### src/rtl/uart_rx_frame_timer.sv
// Edge/bit timing engine for the UART receive path: edge and bit counters,
// three mid-bit sample strobes, and bit/frame completion pulses.
module uart_rx_frame_timer #(
  parameter int DATA_W  = 8,
  parameter int PRESC_W = 6,
  localparam int BIT_W  = $clog2(DATA_W + 5)
) (
  input  logic               CLK,
  input  logic               RST,
  input  logic               cnt_en,
  input  logic               PAR_EN,
  input  logic               STOP2,
  input  logic [PRESC_W-1:0] prescale,
  output logic [PRESC_W-1:0] edge_cnt,
  output logic [BIT_W-1:0]   bit_cnt,
  output logic               sample_stb,
  output logic               sample_last,
  output logic               bit_done,
  output logic               frame_done,
  output logic               cfg_err
);

  localparam logic [PRESC_W-1:0] PRESC_RST = PRESC_W'(8);
  localparam logic [PRESC_W-1:0] PRESC_MIN = PRESC_W'(4);
  localparam logic [PRESC_W-1:0] P_ONE     = PRESC_W'(1);
  localparam logic [BIT_W-1:0]   LAST_BASE = BIT_W'(DATA_W + 1);
  localparam logic [BIT_W-1:0]   B_ONE     = BIT_W'(1);

  // Shadow configuration, frozen while a frame is being timed
  logic [PRESC_W-1:0] r_presc_s;
  logic               r_par_s;
  logic               r_stop2_s;

  logic [PRESC_W-1:0] r_edge_cnt;
  logic [BIT_W-1:0]   r_bit_cnt;

  logic               w_cfg_err;
  logic               w_run;
  logic [PRESC_W-1:0] w_mid;
  logic [PRESC_W-1:0] w_edge_max;
  logic [BIT_W-1:0]   w_last_bit;
  logic               w_edge_last;
  logic               w_bit_last;
  logic               w_in_window;
  logic [PRESC_W-1:0] w_edge_nxt;
  logic [BIT_W-1:0]   w_bit_nxt;

  assign w_cfg_err  = (r_presc_s < PRESC_MIN);
  assign w_run      = cnt_en & ~w_cfg_err;
  assign w_mid      = r_presc_s >> 1;
  assign w_edge_max = r_presc_s - P_ONE;
  // Index of the final stop bit: start + data + optional parity + 1 or 2 stops
  assign w_last_bit = LAST_BASE
                    + {{(BIT_W-1){1'b0}}, r_par_s}
                    + {{(BIT_W-1){1'b0}}, r_stop2_s};

  assign w_edge_last = (r_edge_cnt == w_edge_max);
  assign w_bit_last  = (r_bit_cnt == w_last_bit);
  assign w_in_window = (r_edge_cnt == (w_mid - P_ONE))
                     | (r_edge_cnt == w_mid)
                     | (r_edge_cnt == (w_mid + P_ONE));

  always_comb begin
    w_edge_nxt = '0;
    w_bit_nxt  = '0;
    if (w_run) begin
      if (w_edge_last) begin
        w_edge_nxt = '0;
        w_bit_nxt  = w_bit_last ? '0 : (r_bit_cnt + B_ONE);
      end else begin
        w_edge_nxt = r_edge_cnt + P_ONE;
        w_bit_nxt  = r_bit_cnt;
      end
    end
  end

  always_ff @(posedge CLK) begin
    if (!RST) begin
      r_presc_s  <= PRESC_RST;
      r_par_s    <= 1'b0;
      r_stop2_s  <= 1'b0;
      r_edge_cnt <= '0;
      r_bit_cnt  <= '0;
    end else begin
      if (!cnt_en) begin
        r_presc_s <= prescale;
        r_par_s   <= PAR_EN;
        r_stop2_s <= STOP2;
      end
      r_edge_cnt <= w_edge_nxt;
      r_bit_cnt  <= w_bit_nxt;
    end
  end

  assign edge_cnt    = r_edge_cnt;
  assign bit_cnt     = r_bit_cnt;
  assign cfg_err     = w_cfg_err;
  assign sample_stb  = w_run & w_in_window;
  assign sample_last = w_run & (r_edge_cnt == (w_mid + P_ONE));
  assign bit_done    = w_run & w_edge_last;
  assign frame_done  = w_run & w_edge_last & w_bit_last;

endmodule

### config.mk
export PLATFORM = sky130hd
export DESIGN_NAME = uart_rx_frame_timer
export DESIGN_NICKNAME = d
export VERILOG_FILES = /design/src/rtl/uart_rx_frame_timer.sv
export SDC_FILE = /design/constraint.sdc
export NUM_CORES = 1
export LEC_CHECK = 0
export ABC_CLOCK_PERIOD_IN_PS = 2110
export CAP_MARGIN = 20
export CORE_MARGIN = 2
export CORE_UTILIZATION = 32
export DETAILED_ROUTE_END_ITERATION = 16
export MAX_ROUTING_LAYER = met4
export PLACE_DENSITY = 0.63
export SLEW_MARGIN = 10
export SYNTH_ARGS = -nofsm -noshare
export SYNTH_HDL_FRONTEND = slang
export SYNTH_SLANG_ARGS = --single-unit
export TNS_END_PERCENT = 100
### constraint.sdc
create_clock -name CLK -period 2.11 [get_ports CLK]
set_input_delay 0.3165 -clock CLK [delete_from_list [all_inputs] [get_ports CLK]]
set_output_delay 0.3165 -clock CLK [all_outputs]
set_load 0.02 [all_outputs]
==> results of run 1 <==
## per-stage QoR
step | instance area (um^2) | utilization (%) | power (mW) | std cells | setup TNS, ns
floorplan | 1323 | - | 0.5003 | 152 | -0.1302
CTS | 1902 | 47.89 | 0.8774 | 256 | -0.1302
global placement | 1839 | 46.31 | 0.5888 | 252 | -0.8967
detailed placement | 1839 | 46.31 | 0.5940 | 252 | -0.9705
global route | 2063 | 51.95 | 0.9627 | 258 | -0.4847
finish | 2063 | 51.95 | 0.9139 | 258 | -0.2541
## synth_stat cells, drive strengths merged, types with 6 or more instances
master,number
xnor2,11
buf,6
xor2,11
ha,7
nor2b,9
mux2i,8
nor3,8
nor2,8
dfxtp,18
nand3,7
inv,8
## per-layer routing
metal  GRT usage (%)  share of wire, %  up-vias
met5               -                 0        -
met4           4.500               1.1        0
met3           1.480               2.4        2
met2           26.21                51       19
met1           19.76                46      611
li1                -                 -      646
## where the power goes
part / internal (mW) / switching [mW] / total [mW]
Clock: 0.166 / 0.114 / 0.279
Sequential: 0.352 / 0.0115 / 0.363
Combinational: 0.143 / 0.128 / 0.271
Total: 0.661 / 0.253 / 0.914
## worst register-to-register path, cell delays in order (launching register included)
cell and delay [ns]:
dfxtp_2 0.33, inv_2 0.04, ha_4 0.22, xnor2_1 0.12, or4_4 0.55, buf_4 0.17
nor2b_1 0.13, o31ai_1 0.20, a21oi_1 0.10
## state kept, by name, indices dropped and copies added, names as in the netlist
signal	count
bit_cnt	4
r_stop2_s	1
r_presc_s	6
r_par_s	1
edge_cnt	6
## timing repair
| action | in CTS | in global routing |
|---|---|---|
| pin swaps | 2 | 14 |
| buffers inserted | 0 | 2 |
| setup endpoints to repair | 5 | 6 |
| hold buffers | 0 | 0 |
| gates resized for setup | 29 | 32 |
## worst paths after layout
kind,startpoint,end,slack [ns],cells past startpoint
hold reg to reg,bit_cnt[3]$_SDFFE_PN0P_,bit_cnt[3]$_SDFFE_PN0P_,0.57,2
setup / recovery,r_stop2_s$_SDFFE_PN0N_,frame_done,-0.12,6
setup reg to reg,r_stop2_s$_SDFFE_PN0N_,bit_cnt[2]$_SDFFE_PN0P_,0.11,8
hold / removal,bit_cnt[3]$_SDFFE_PN0P_,bit_cnt[3]$_SDFFE_PN0P_,0.57,2
## cell type report
cell class,count,area (um^2),share of cell area (%)
Sequential cell,18,366.6,17.77
Timing Repair Buffer,62,524.3,25.41
Multi-Input combinational cell,116,1022,49.55
Tap cell,50,62.56,3.032
Inverter,8,32.53,1.577
Clock buffer,4,55.05,2.668
## cell families (layout without fill, tap and decap cells)
kind of cell / after synthesis / in the layout
flops: 18 / 18
buf+inv: 18 / 74
simple gates: 57 / 57
compound gates: 21 / 21
mux: 8 / 8
fa+ha+maj: 7 / 7
xor+xnor: 23 / 23
==> impl_results.md, run 1 <==
- Remaining DRCs: 0
- CTS H-tree lvls: 1
- Leakage: 0.8477 nW
- Boundary pin count: 26
- Routed length per instance: 13.63 um
- Worst Hold Class: reg -> reg
- Share of layout cells above drive strength 1: 37.50%
- Asr flop ratio synth: 0%
- Area contributors post-synth: dfxtp_1 27%, xnor2_1 7.3%, xor2_1 7.3%
- Core area: 3971 um^2
- Post-synthesis adder-cell area fraction: 6.654%
- Synth Area in Compound Gates: 12.64%
- Place WS: -0.3092 ns
- Post-Syn Area: 1316 um^2
- Longest Clk Path Bufs: 2
- Xor/xnor share of the synthesized area: 16.35%
- Outcome: finished with violations
- Mean Syn Cell Area: 8.660 um^2
- Clk sink count: 18
- Hold Violations, Final: 0
- CP Capture Type: output pin
- Crit path buf inv count: 2
- Vias in the first global route: 1182
- Fill cells: 368
- Yosys cell types: 43
- EDFF count, synth: 0
- Min Tclk post-route: 2.228 ns
- Worst vdd ir: 0.0004026 V
- Die Ht: 68.14 um
- Sequence of cells on the critical path: inv_2, ha_4, xnor2_1, or4_4, nor4_4, buf_4
- ANT nets after route: 0
- Largest net degree at the start of global routing: 14
- First-pass DRT Iterations: 4
- Ys Warns: 0
- Flops & latches, synth: 18
- Drt first-iter violations: 49
- Die Area: 4642 um^2
- Via count: 1278
- Commonest non-fill, non-tap cells in the layout: 39 x buf_4, 20 x clkdlybuf4s50_1, 13 x dfxtp_1
- Final Cycle Share: 105.6%
- Clk_lat worst skew: 0.25 ns
- CTS root buf: clkbuf_8
- Largest family of logic cells by synthesized area: simple AND/OR/NAND/NOR gates
- WP data arrival: 1.91 ns
- Worst-margin pin slew: 0.4385 ns
- Share of the synthesized area in the top cell type: 27.38%
- CP required: 1.79 ns
- Initial cell density of the core: 33.14%
- Synth area leader: dfxtp_1
- Initial antenna violation count: 0
- Startpoint types: flop
- First-pass GRT wire length: 5382 um
- Nets: 227
- Fmax: 0.4488 GHz
- Register area share after synthesis: 27.38%
- Max-slew violations: 0
- Post-Synth Simple-Gate Area: 24.14%
- Fraction of synthesized area in multiplexers: 6.084%
- IO buf count: 25
- Relative slew margins: 70.68%
- Worst hold slack: 0.5663 ns
- Critical path class: reg -> out
- Net Count, Synth: 170
- RSZ-0062 raised after global routing: yes
- GR Overflow Total: 0
- Setup ws final: -0.1180 ns
- Peak fanout along the critical path: 2
- Chip width: 68.14 um
- Vias per cell: 4.953
- Layout area overhead: 56.75%
- Slowest-stage cell, CP: or4_4
- PD cells: 442.9 nW/um^2
- RePlAce Congestion: 0.9082
- Rows: 23
- Commonest non-fill, non-tap cell in the layout: buf_4
- GRT Util Overall: 15.56%
- Antenna fix cells: 0
- Delay-heaviest family, CP: simple AND/OR/NAND/NOR gates
- Synth Flop Type: dfxtp_1
- Max incr delay on CP: 0.55 ns
- Failing checks: setup timing
- Synth Instances: 152
- Total CTS buffers: 3
- Total routed wirelength: 3516 um
- Placed wire-length estimate: 2654 um
- Clock-pin slew on the worst setup and hold paths: 0.07 ns
- Endpoints failing setup: 3
- TritonCTS clock tree: done
- # Max-Cap Violations: 0
- Clock Skews: 0.001326 ns
No activity file was read; power rests on OpenSTA's default activity.
==> inputs of run 2 (changes only) <==
- ABC_AREA: unset -> 1
==> run 2 against run 1 <==
Effect of this change: the flow now finishes without violations; final cell count increased by 26%; register-to-register slack improved by 0.38 ns; sequential power increased by 1%; fmax increased by 7.2%; largest power group unchanged; power increased by 1.3%; non-clock buffer count decreased by 2; design area decreased by 1.6%; wire length decreased by 1.5%.
==> impl_results.md, run 2 <==
- Antenna fix cells: 0
- Share of layout cells above drive strength 1: 26.91%
- Die Ht: 68.99 um
- Core area: 4029 um^2
- CTS root buf: clkbuf_8
- Startpoint types: flop
- Routed length per instance: 10.65 um
- Commonest cells in the netlist: 55 x nand2_1, 29 x inv_1, 24 x nor2_1, 21 x nand3_1, 18 x dfxtp_1
- Asr flop ratio synth: 0%
- Ys Warns: 0
- First-pass DRT Iterations: 4
- Area contributors post-synth: dfxtp_1 27%, nand2_1 15%, inv_1 8.1%
- Total routed wirelength: 3462 um
- Area of the multi-input gates: 897.1 um^2
- Remaining DRCs: 0
- Worst Hold Class: reg -> reg
- TritonCTS clock tree: done
- PD cells: 455.7 nW/um^2
- Hold Violations, Final: 0
- Synth area leader: dfxtp_1
- Via count: 1465
- Chip width: 68.99 um
- Relative slew margins: 78.85%
- Die Area: 4759 um^2
- Fill cells: 403
- Synth Flop Type: dfxtp_1
- WP data arrival: 1.76 ns
- Hold_buf cts: 0
- Commonest non-fill, non-tap cells in the layout: 54 x nand2_1, 36 x buf_4, 26 x inv_1
- RSZ-0062 raised after global routing: yes
- Boundary pin count: 26
- RePlAce Congestion: 0.9098
- Rows: 23
- Clk sink count: 18
- Fmax: 0.4814 GHz
- # Max-Cap Violations: 0
- First-pass GRT wire length: 5768 um
- IO buf count: 25
- Placed inst area: 1909 um^2
- Layout area overhead: 50.28%
- Dominant cell by count in the synthesized netlist: nand2_1
- EDFF count, synth: 0
- Clock Skews: 0.005065 ns
- Outcome: finished, final reports clean
- CTS H-tree lvls: 1
- Vias per cell: 4.508
- ANT nets after route: 0
- Clock-pin slew on the worst setup and hold paths: 0.07 ns
- CP required: 1.79 ns
- GR Overflow Total: 0
- Commonest non-fill, non-tap cell in the layout: nand2_1
- Largest net degree at the start of global routing: 17
- CP Capture Type: output pin
- Drt first-iter violations: 51
- GRT Util Overall: 16.72%
- Total CTS buffers: 3
- Net Count, Synth: 231
- Nets: 294
- Synth Instances: 213
- Mean Syn Cell Area: 6.344 um^2
- Flops & latches, synth: 18
- Peak fanout along the critical path: 5
- Worst vdd ir: 0.0004116 V
- Yosys cell types: 24
- Worst-margin pin slew: 0.3169 ns
- Clk_lat worst skew: 0.25 ns
- Vias in the first global route: 1278
- Endpoints failing setup: 0
- Leakage: 0.9635 nW
- Final instance area: 2031 um^2
- Placed wire-length estimate: 2725 um
- Register area share after synthesis: 26.67%
- Critical path class: reg -> out
- Share of the synthesized area in the top cell type: 26.67%
- Seq. cell area: 365.4 um^2
- Initial cell density of the core: 33.54%
- Post-Syn Area: 1351 um^2
- Initial antenna violation count: 0
- Min Tclk post-route: 2.077 ns
- Longest Clk Path Bufs: 2
- Max-slew violations: 0
- Worst hold slack: 0.5345 ns
- Final Cycle Share: 98.46%
[run 2: path summary, 6_finish.rpt]
path | start | endpoint | slack (ns) | depth (start not counted)
max | r_presc_s[1]$_SDFFE_PN0N_ | frame_done | 0.03 | 9
max reg2reg | r_presc_s[1]$_SDFFE_PN0N_ | edge_cnt[5]$_SDFF_PP0_ | 0.49 | 10
min | bit_cnt[1]$_SDFFE_PN0P_ | bit_cnt[1]$_SDFFE_PN0P_ | 0.53 | 2
min reg2reg | bit_cnt[1]$_SDFFE_PN0P_ | bit_cnt[1]$_SDFFE_PN0P_ | 0.53 | 2
[run 2: cell families (layout without fill, tap and decap cells)]
logic type	count (synthesis)	count (layout)	synth area share, %
buffers and inverters	35	97	10.65
flip-flops	18	18	26.67
AND/OR/NAND/NOR	116	116	38.52
XOR/XNOR	13	13	8.426
adder cells (fa/ha/maj)	7	7	6.481
AO/OA/AOI/OAI	24	24	9.260
[run 2: area by class of cell]
type | instances | area share (%)
Inverter | 33 | 6.469
Sequential cell | 18 | 17.99
Clock buffer | 4 | 2.711
Multi-Input combinational cell | 160 | 44.18
Timing Repair Buffer | 60 | 25.57
Tap cell | 50 | 3.081
[run 2: power breakdown]
part | total [mW] | internal (mW) | switching (mW)
logic | 0.281 | 0.138 | 0.143
clock network | 0.277 | 0.165 | 0.111
registers | 0.368 | 0.354 | 0.0138
[run 2: critical path: stages (launching register included)]
cell and delay (ns):
dfxtp_2 0.35, inv_4 0.06, ha_4 0.24, xnor2_2 0.12, nor2_1 0.15, nand3_2 0.11, nor2_4 0.13, inv_2 0.04
nor3_2 0.14, buf_4 0.16
[run 2: stage by stage]
step | TNS, ns | power, mW | cells | utilization, % | setup slack [ns]
after floorplan | 0 | 0.5205 | 213 | - | 0.09617
after global routing | -0.1531 | 0.9828 | 325 | 50.40 | -0.08750
final | 0 | 0.9254 | 325 | 50.40 | 0.03258
after CTS | 0 | 0.9131 | 323 | 48.39 | 0.009932
after detailed placement | -0.6208 | 0.6316 | 319 | 47.39 | -0.1911
after global placement | -0.4870 | 0.6304 | 319 | 47.39 | -0.1486
[run 2: routing by layer]
| layer | wire length (um) | global-route usage, % | vias up |
|---|---|---|---|
| li1 | - | - | 800 |
| met1 | 1742 | 22.72 | 629 |
| met2 | 1573 | 26.56 | 32 |
| met3 | 100 | 0.9740 | 4 |
| met4 | 45 | 5.392 | 0 |
| met5 | 0 | - | - |
[run 2: repair_timing]
item | 4_1_cts | 5_1_grt
setup endpoints to repair | 4 | 5
gates resized for setup | 19 | 21
pin swaps | 0 | 5
setup buffers | 0 | 2
==> inputs of run 3 (changes only) <==
- ABC_AREA: 1 -> 0
- SKIP_CTS_REPAIR_TIMING: unset -> 1
==> run 3 against run 2 <==
Effect of this change: the run now ends with setup timing left; count of clock-buffer cells in the layout is the same; wire length down 0.20%; design area down 0.25%; clock skew down 0.0042 ns; first-iteration DRC count grew 7.8%; largest cell class unchanged; largest power group unchanged; highest routed layer unchanged.
==> impl_results.md, run 3 (same netlist as run 1, synthesis figures left out) <==
- Outcome: finished with violations
- Failing checks: setup timing
- Commonest non-fill, non-tap cell in the layout: buf_4
- Drt first-iter violations: 55
- Slowest-stage cell, CP: or4_4
- CP required: 1.79 ns
- Nets: 226
- Share of layout cells above drive strength 1: 34.30%
- Largest net degree at the start of global routing: 14
- WP data arrival: 1.85 ns
- Leakage: 0.8373 nW
- Initial antenna violation count: 0
- Total CTS buffers: 3
- Routed length per instance: 13.44 um
- Max-slew violations: 0
- Worst vdd ir: 0.0003994 V
- CTS root buf: clkbuf_8
- Chip width: 68.14 um
- CP Capture Type: output pin
- Fmax: 0.4611 GHz
- CTS H-tree lvls: 1
- Clock Skews: 0.0008723 ns
- Critical path class: reg -> out
- PD cells: 444.5 nW/um^2
- Longest Clk Path Bufs: 2
- Vias per cell: 4.946
- Peak fanout along the critical path: 4
- Layer with the highest usage: met2
- Hold Path Depth: 2
- Die Ht: 68.14 um
- Initial cell density of the core: 33.14%
- RSZ-0062 raised after global routing: yes
- Seq. cell area: 366.6 um^2
- Met3 Use GR: 1.480%
- Relative slew margins: 71.29%
- Die Area: 4642 um^2
- Layout area overhead: 53.90%
- GR Overflow Total: 0
- Sequence of cells on the critical path: or4_4, xnor2_1, o22ai_1, o2111ai_1, a31oi_1, buf_4
- Worst Hold Class: reg -> reg
- Setup ws final: -0.05892 ns
- Clk_lat worst skew: 0.25 ns
- Placed wire-length estimate: 2654 um
- Vias in the first global route: 1167
- Hold Violations, Final: 0
- Area of the multi-input gates: 980.9 um^2
- RePlAce Congestion: 0.9082
- Max incr delay on CP: 0.55 ns
- IO buf count: 25
- Final core occ: 51.01%
- First-pass DRT Iterations: 4
- Remaining DRCs: 0
- TritonCTS clock tree: done
- # Max-Cap Violations: 0
- Boundary pin count: 26
- ANT nets after route: 0
- Antenna fix cells: 0
- Met2 Usage GRT: 25.73%
- Min Tclk post-route: 2.169 ns
- Setup_tns: -0.1345 ns
- Worst-margin pin slew: 0.4295 ns
- Rows: 23
- Clk sink count: 18
- Commonest non-fill, non-tap cells in the layout: 36 x buf_4, 20 x clkdlybuf4s50_1, 13 x dfxtp_1
- First-pass GRT wire length: 5361 um
- Endpoints failing setup: 3
- Fill cells: 375
- Clock-pin slew on the worst setup and hold paths: 0.07 ns
- GRT Util Overall: 15.56%
- Startpoint types: flop
- M1 GR Usage: 20.16%
- Total routed wirelength: 3455 um
- Worst reg-to-reg path cell count: 8
- Core area: 3971 um^2
- Via count: 1271
- Final Cycle Share: 102.8%
[run 3: changes by cell type in the layout (fill, tap and decap cells not counted), moves of 4 or more]
cell     delta
nand2_1    -50
inv_1      -20
nor2_1     -15
nand3_1    -14
nor2b_1     +9
mux2i_1     +8
o21ai_0     -7
a21oi_1     -6
xnor2_1     +5
inv_2       -4
nand2_2     -4
nor3_1      +4
[run 3: layer usage]
metal / part of all wire (%) / vias to the layer above
met5: 0 / -
met4: 1.1 / 0
met3: 2.7 / 2
met2: 50 / 17
met1: 46 / 608
li1: - / 644
[run 3: power by group]
group,total [mW],switching (mW),internal [mW]
logic,0.259,0.120,0.139
clock network,0.277,0.112,0.165
registers,0.364,0.0119,0.352
[run 3: stage by stage]
stage / power (mW) / area, um^2 / setup WS (ns) / hold slack (ns) / std cells
3_5_place_dp: 0.5940 / 1839 / -0.3092 / 0.5317 / 252
2_1_floorplan: 0.5003 / 1323 / -0.07002 / 0.4416 / 152
6_report: 0.9005 / 2026 / -0.05892 / 0.5285 / 257
4_1_cts: 0.8731 / 1894 / -0.5987 / 0.5434 / 256
5_1_grt: 0.9514 / 2026 / -0.1512 / 0.5665 / 257
3_3_place_gp: 0.5888 / 1839 / -0.2977 / 0.5083 / 252
[run 3: path summary, 6_finish.rpt]
path	to	slack [ns]	start
max	sample_stb	-0.06	r_presc_s[2]$_SDFFE_PN0N_
min	r_stop2_s$_SDFFE_PN0N_	0.53	r_stop2_s$_SDFFE_PN0N_
max reg2reg	bit_cnt[2]$_SDFFE_PN0P_	0.08	r_par_s$_SDFFE_PN0N_
min reg2reg	r_stop2_s$_SDFFE_PN0N_	0.53	r_stop2_s$_SDFFE_PN0N_
[run 3: cell type report]
type / count / area share [%]
Timing Repair Buffer: 61 / 26.07
Multi-Input combinational cell: 116 / 48.43
Sequential cell: 18 / 18.10
Tap cell: 50 / 3.088
Inverter: 8 / 1.606
Clock buffer: 4 / 2.718
[run 3: worst max-delay path, delay by kind of cell (launching register included)]
family / cells / cell delay (ns)
flops: 1 / 0.35
compound gates: 3 / 0.40
buf+inv: 1 / 0.16
xor+xnor: 1 / 0.14
simple gates: 1 / 0.55
